$ cat src/rtl/nes_bus_pkg.sv
// Shared NES CPU-side bus definitions: DMA FSM states, register addresses
// and the bus direction encoding.
package nes_bus_pkg;

    // CPU write to this address starts a sprite DMA transfer.
    localparam logic [15:0] DMA_REG_ADDR  = 16'h4014;
    // PPU OAMDATA: destination of every DMA write.
    localparam logic [15:0] OAM_DATA_ADDR = 16'h2004;

    // bus_rw / cpu_rw encoding.
    localparam logic RW_READ  = 1'b1;
    localparam logic RW_WRITE = 1'b0;

    typedef enum logic [2:0] {
        StIdle,
        StWaitRd,
        StAlign,
        StRead,
        StWrite
    } dma_state_t;

endpackage

$ cat src/rtl/nes_oam_dma_arbiter_if.sv
// CPU-side and system-side bus signals of the OAM DMA arbiter.
// slave: the arbiter's view; master: the surrounding CPU core + memory map.
interface nes_oam_dma_arbiter_if;

    logic [15:0] cpu_addr;
    logic [7:0]  cpu_dout;
    logic        cpu_rw;
    logic        cpu_rdy;
    logic [15:0] bus_addr;
    logic [7:0]  bus_dout;
    logic        bus_rw;
    logic [7:0]  bus_din;
    logic        dma_busy;

    modport master (
        output cpu_addr, cpu_dout, cpu_rw, bus_din,
        input  cpu_rdy, bus_addr, bus_dout, bus_rw, dma_busy
    );

    modport slave (
        input  cpu_addr, cpu_dout, cpu_rw, bus_din,
        output cpu_rdy, bus_addr, bus_dout, bus_rw, dma_busy
    );

endinterface

$ cat src/rtl/nes_oam_dma_arbiter.sv
// NES sprite DMA arbiter: owns the CPU-side system bus, passes the 6502
// through when idle and, after a write to the DMA register, halts the CPU
// and copies XFER_LEN bytes from page XX00 to OAMDATA, one bus cycle per ce.
module nes_oam_dma_arbiter #(
    parameter logic [15:0] DMA_REG_ADDR  = nes_bus_pkg::DMA_REG_ADDR,
    parameter logic [15:0] OAM_DATA_ADDR = nes_bus_pkg::OAM_DATA_ADDR,
    // Must be a power of two, at most 256 (idx is 8 bits and wraps in-page).
    parameter int unsigned XFER_LEN      = 256
) (
    input  logic                        i_clk,
    input  logic                        i_b_rst,
    input  logic                        i_ce,
    nes_oam_dma_arbiter_if.slave        io_bus
);

    import nes_bus_pkg::*;

    localparam logic [7:0] LAST_IDX = 8'(XFER_LEN - 1);

    dma_state_t  r_state, w_state_d;
    logic [7:0]  r_page,  w_page_d;
    logic [7:0]  r_idx,   w_idx_d;
    logic [7:0]  r_data,  w_data_d;
    // 0 marks a "get" cycle, the only cycle on which the DMA may read.
    logic        r_parity, w_parity_d;

    logic [15:0] w_bus_addr;
    logic [7:0]  w_bus_dout;
    logic        w_bus_rw;
    logic        w_dma_reg_wr;

    assign w_dma_reg_wr = i_ce && (io_bus.cpu_rw == RW_WRITE) &&
                          (io_bus.cpu_addr == DMA_REG_ADDR);

    // State and datapath registers; everything but reset is gated by ce.
    always_ff @(posedge i_clk) begin
        if (i_b_rst) begin
            r_state  <= StIdle;
            r_page   <= 8'h00;
            r_idx    <= 8'h00;
            r_data   <= 8'h00;
            r_parity <= 1'b0;
        end else begin
            r_state  <= w_state_d;
            r_page   <= w_page_d;
            r_idx    <= w_idx_d;
            r_data   <= w_data_d;
            r_parity <= w_parity_d;
        end
    end

    // Next-state logic and system bus mux.
    always_comb begin
        w_state_d  = r_state;
        w_page_d   = r_page;
        w_idx_d    = r_idx;
        w_data_d   = r_data;
        w_parity_d = r_parity;
        w_bus_addr = io_bus.cpu_addr;
        w_bus_dout = io_bus.cpu_dout;
        w_bus_rw   = io_bus.cpu_rw;

        if (i_ce) begin
            w_parity_d = ~r_parity;
        end

        case (r_state)
            StIdle: begin
                if (w_dma_reg_wr) begin
                    w_page_d  = io_bus.cpu_dout;
                    w_idx_d   = 8'h00;
                    w_state_d = StWaitRd;
                end
            end
            StWaitRd: begin
                // The 6502 only honours RDY on reads, so writes keep flowing.
                if (w_dma_reg_wr) begin
                    w_page_d = io_bus.cpu_dout;
                end else if (i_ce && (io_bus.cpu_rw == RW_READ)) begin
                    // Halt cycle: start on a get cycle, else burn one to align.
                    w_state_d = r_parity ? StRead : StAlign;
                end
            end
            StAlign: begin
                w_bus_rw = RW_READ;
                if (i_ce) begin
                    w_state_d = StRead;
                end
            end
            StRead: begin
                w_bus_addr = {r_page, r_idx};
                w_bus_rw   = RW_READ;
                if (i_ce) begin
                    w_data_d  = io_bus.bus_din;
                    w_state_d = StWrite;
                end
            end
            StWrite: begin
                w_bus_addr = OAM_DATA_ADDR;
                w_bus_dout = r_data;
                w_bus_rw   = RW_WRITE;
                if (i_ce) begin
                    w_idx_d   = r_idx + 8'd1;
                    w_state_d = (r_idx == LAST_IDX) ? StIdle : StRead;
                end
            end
            default: begin
                w_state_d = StIdle;
            end
        endcase
    end

    assign io_bus.bus_addr = w_bus_addr;
    assign io_bus.bus_dout = w_bus_dout;
    assign io_bus.bus_rw   = w_bus_rw;
    assign io_bus.cpu_rdy  = (r_state == StIdle);
    assign io_bus.dma_busy = (r_state != StIdle);

endmodule

$ cat src/flat_wrapper.sv
// flat-port wrapper written by rule: the top's interface ports become plain ports
module nes_oam_dma_arbiter_flat import nes_bus_pkg::*;
#(
    parameter logic [15:0] DMA_REG_ADDR  = nes_bus_pkg::DMA_REG_ADDR,
    parameter logic [15:0] OAM_DATA_ADDR = nes_bus_pkg::OAM_DATA_ADDR,
                                                                             
    parameter int unsigned XFER_LEN      = 256
)
  (i_clk, i_b_rst, i_ce, io_bus_cpu_addr, io_bus_cpu_dout, io_bus_cpu_rw, io_bus_bus_din, io_bus_cpu_rdy, io_bus_bus_addr, io_bus_bus_dout, io_bus_bus_rw, io_bus_dma_busy);
  nes_oam_dma_arbiter_if io_bus_i ();
  input  logic i_clk;
  input  logic i_b_rst;
  input  logic i_ce;
  input wire logic [$bits(io_bus_i.cpu_addr)-1:0] io_bus_cpu_addr;
  input wire logic [$bits(io_bus_i.cpu_dout)-1:0] io_bus_cpu_dout;
  input wire logic [$bits(io_bus_i.cpu_rw)-1:0] io_bus_cpu_rw;
  input wire logic [$bits(io_bus_i.bus_din)-1:0] io_bus_bus_din;
  output wire logic [$bits(io_bus_i.cpu_rdy)-1:0] io_bus_cpu_rdy;
  output wire logic [$bits(io_bus_i.bus_addr)-1:0] io_bus_bus_addr;
  output wire logic [$bits(io_bus_i.bus_dout)-1:0] io_bus_bus_dout;
  output wire logic [$bits(io_bus_i.bus_rw)-1:0] io_bus_bus_rw;
  output wire logic [$bits(io_bus_i.dma_busy)-1:0] io_bus_dma_busy;
  assign io_bus_i.cpu_addr = io_bus_cpu_addr;
  assign io_bus_i.cpu_dout = io_bus_cpu_dout;
  assign io_bus_i.cpu_rw = io_bus_cpu_rw;
  assign io_bus_i.bus_din = io_bus_bus_din;
  assign io_bus_cpu_rdy = io_bus_i.cpu_rdy;
  assign io_bus_bus_addr = io_bus_i.bus_addr;
  assign io_bus_bus_dout = io_bus_i.bus_dout;
  assign io_bus_bus_rw = io_bus_i.bus_rw;
  assign io_bus_dma_busy = io_bus_i.dma_busy;
  nes_oam_dma_arbiter #(.DMA_REG_ADDR(DMA_REG_ADDR), .OAM_DATA_ADDR(OAM_DATA_ADDR), .XFER_LEN(XFER_LEN)) u_core (.i_clk(i_clk), .i_b_rst(i_b_rst), .i_ce(i_ce), .io_bus(io_bus_i));
endmodule
$ cat config.mk
export PLATFORM = sky130hd
export DESIGN_NAME = nes_oam_dma_arbiter_flat
export DESIGN_NICKNAME = d
export VERILOG_FILES = /design/src/rtl/nes_bus_pkg.sv /design/src/rtl/nes_oam_dma_arbiter_if.sv /design/src/rtl/nes_oam_dma_arbiter.sv /design/src/flat_wrapper.sv
export SDC_FILE = /design/constraint.sdc
export NUM_CORES = 1
export LEC_CHECK = 0
export CORE_ASPECT_RATIO = 0.6
export CORE_MARGIN = 2
export CORE_UTILIZATION = 62
export CTS_BUF_LIST = sky130_fd_sc_hd__clkbuf_4 sky130_fd_sc_hd__clkbuf_8 sky130_fd_sc_hd__clkbuf_16
export DETAILED_ROUTE_END_ITERATION = 7
export DONT_BUFFER_PORTS = 1
export HOLD_SLACK_MARGIN = 0.06
export PLACE_DENSITY = 0.83
export SYNTH_ARGS = -nofsm -noshare
export SYNTH_HDL_FRONTEND = slang
export SYNTH_SLANG_ARGS = --single-unit
$ cat constraint.sdc
create_clock -name i_clk -period 2.35 [get_ports i_clk]
set_clock_uncertainty 0.1 [all_clocks]
set_input_delay 0.47 -clock i_clk [delete_from_list [all_inputs] [get_ports i_clk]]
set_output_delay 0.47 -clock i_clk [all_outputs]
set_load 0.01 [all_outputs]
==> summary.txt <==
Outcome
  • Outcome: finished clean

Job
  • Max-cap violations: 0

Critical path
  • Worst path arrival time: 1.66 ns
  • CP Launch Type: flop
  • Data required, critical path: 1.78 ns
  • Reg-to-Reg End: u_core.r_idx[2]
  • Slowest cell on the critical path: dfxtp_2
  • Worst path cell trace: nor2b_2 > and2_1 > buf_4 > nand2_1 > o21ai_0 > buf_4
  • Buffers and inverters on the worst path: 2
  • CP top delay family: simple AND/OR/NAND/NOR gates
  • WS Path Type: reg -> out
  • FF-to-FF Start: u_core.r_state[2]
  • Crit path top cell by count: buf_4
  • Register-to-Register Path Depth: 4
  • R2r setup slk: 0.29 ns
  • CP Max Fanout: 19
  • Max incr delay on CP: 0.44 ns
  • CP Capture Type: output pin

Timing
  • Slew @ Worst Pin: 0.547 ns
  • Final Cycle Share: 95.0%
  • WHS: 0.144 ns
  • Fin crit period: 2.23 ns
  • Setup ws final: 0.118 ns
  • Fmax: 448 MHz
  • Relative slew slack: 63.2%
  • Final setup violation count: 0
  • Pins over their slew limit: 0
  • Final hold vios: 0

Synthesis
  • Synth Register Bits: 28
  • Post-Syn Nets: 250
  • Count of cell types in the netlist: 39
  • Register area share after synthesis: 34.6%
  • Synthesized instance count: 213
  • Mapped Area: 0.00162 sq mm
  • Syn avg cell area: 7.61 sq um
  • Synth warnings: 0

Worst hold path
  • Hold Path Origin: i_b_rst
  • WHS Path Cells: 1
  • Min-Delay Path Class: in -> reg
  • Worst min-delay path endpoint: u_core.r_state[2]

Routing
  • Post-DR wirelength/cell: 17.7 um
  • Antenna viol nets, final: 0
  • 1st-pass router iterations: 4
  • Drc violations: 0
  • 1st-iter DRT viols: 98
  • Via density: 6.61
  • Detailed Route WL: 4.34 mm
  • Routed vias: 1,626

Clock network
  • Clk Latency, worst-skew pair: 0.28 ns
  • Hold-fix buffers, CTS: 0
  • Inserted Clock Buffers: 3
  • Root buf cell: clkbuf_8
  • Clock buffer depth: 2
  • CTS clk-pin slew, worst paths: 0.09 ns
  • Clock sinks: 28
  • CTS tree: built
  • H-Tree Depth: 1
  • Post-CTS setup buffer count: 0

Finish
  • Fillers: 212
  • Commonest cells after routing, fill and taps aside: nand2_1 (52), dfxtp_1 (26), a21oi_1 (18)
  • Share of layout cells above drive strength 1: 11.2%
  • Fin cells: 246
  • Area growth syn-to-layout: 8.72%
  • Fin nets: 252
  • Commonest non-fill, non-tap cell in the layout: nand2_1
  • Antenna diode count: 0

Floorplanning
  • DIE WIDTH: 70.0 um
  • Top-Level Pins: 63
  • Die Area: 0.00305 sq mm
  • Row count: 14
  • Core box area: 0.00249 sq mm
  • Initial Util: 65.2%
  • Die height: 43.6 um

Global route
  • Initial antenna violation count: 0
  • Overall Global Routing Usage: 28.2%
  • Vias in the first global route: 1,421
  • GRT overflow: 0
  • First-pass GRT wire length: 6.73 mm
  • Largest net degree at the start of global routing: 24

Place
  • Worst slack, placed: 0.172 ns
  • Post-DP HPWL: 3.18 mm
  • PortBufs: 0
  • RD Place Congestion: 0.894
  • Placed insts: 242

Power and ir drop
  • Peak supply drop: 370 uV
  • Power Density: 514 mW/mm^2
  • Lkg Pwr: 0.659 nW
==> cells in the mapped netlist (all sizes together) <==
library cell | instances | area, sq um
a2111o | 4 | 45.0
a21boi | 1 | 7.51
a21oi | 18 | 90.1
a22o | 14 | 123
and2 | 1 | 6.26
and3 | 1 | 6.26
and4bb | 1 | 12.5
buf | 5 | 38.8
clkbuf | 10 | 37.5
clkinv | 1 | 3.75
dfxtp | 28 | 561
ha | 1 | 12.5
inv | 4 | 15.0
mux2i | 8 | 80.1
nand2 | 52 | 195
nand2b | 1 | 6.26
nand3 | 10 | 50.1
nand4 | 1 | 6.26
nand4b | 1 | 8.76
nor2 | 17 | 63.8
nor2b | 2 | 12.5
nor3 | 1 | 10.0
nor4 | 5 | 46.3
nor4b | 1 | 8.76
o2111ai | 4 | 35.0
o21ai | 8 | 40.0
o21bai | 1 | 7.51
o22ai | 1 | 6.26
o2bb2ai | 2 | 17.5
o31ai | 4 | 30.0
or2 | 1 | 6.26
or3 | 3 | 23.8
xnor2 | 1 | 8.76
==> power breakdown <==
group / internal, mW / switching (mW)
sequential: 0.476 / 0.00123
combinational: 0.0210 / 0.0291
clock: 0.228 / 0.151
==> registers in the layout (all words and copies together) (netlist names) <==
register,flops
u_core.r_data,8
u_core.r_idx,8
u_core.r_page,8
u_core.r_state,3
u_core.r_parity,1
==> cell type report <==
cell class / instances / area (sq um) / area share (%)
timing repair buffer: 12 / 90.1 / 5.11
tap: 32 / 40.0 / 2.27
clock buffer: 3 / 41.3 / 2.34
clock inverter: 1 / 30.0 / 1.70
inverter: 5 / 18.8 / 1.06
multi-input combinational: 165 / 980 / 55.6
sequential: 28 / 563 / 31.9
==> stage by stage <==
step           util (%)  setup TNS, ns  area (sq um)  total power, mW
6_report           70.9              0          1760            0.906
5_1_grt            70.9       -0.00268          1760            0.935
4_1_cts            70.3              0          1750            0.914
3_5_place_dp       67.4              0          1680            0.538
3_3_place_gp       67.4              0          1680            0.537
2_1_floorplan         -              0          1620            0.536
==> layer usage <==
layer	part of all wire (%)	GRT usage [%]	routed length (um)	vias up
li1	-	-	-	767
met1	43	39.3	1860	759
met2	45	44.2	1980	92
met3	10	8.37	456	8
met4	1.3	6.15	55	0
met5	0	0	0	-
==> worst max-delay path by stage <==
stage | startpoint | to | slack, ns | cells past startpoint
floorplan | u_core.r_state[0] | io_bus_bus_addr[0] | 0.26 | 5
global placement | io_bus_cpu_addr[6] | u_core.r_idx[5] | 0.23 | 5
detailed placement | io_bus_cpu_addr[6] | u_core.r_idx[2] | 0.17 | 5
CTS | u_core.r_state[1] | io_bus_bus_addr[13] | 0.03 | 6
global route | u_core.r_state[1] | io_bus_bus_addr[2] | -0.003 | 6
finish | u_core.r_state[1] | io_bus_bus_addr[13] | 0.12 | 6
==> timing repair <==
action | 4_1_cts | 5_1_grt
endpoints found under the setup margin | 19 | 16
gates cloned | 0 | 0
gates resized for setup | 1 | 4
==> cells by family (layout without fill, tap and decap cells) <==
kind of cell / Yosys count / after routing / synth area share, %
AND/OR/NAND/NOR: 98 / 98 / 28.6
AO/OA/AOI/OAI: 57 / 57 / 24.8
flip-flops: 28 / 28 / 34.6
buffers and inverters: 20 / 21 / 5.86
multiplexers: 8 / 8 / 4.94
adder cells (fa/ha/maj): 1 / 1 / 0.771
XOR/XNOR: 1 / 1 / 0.540
Power figures use the tool's default switching activity.
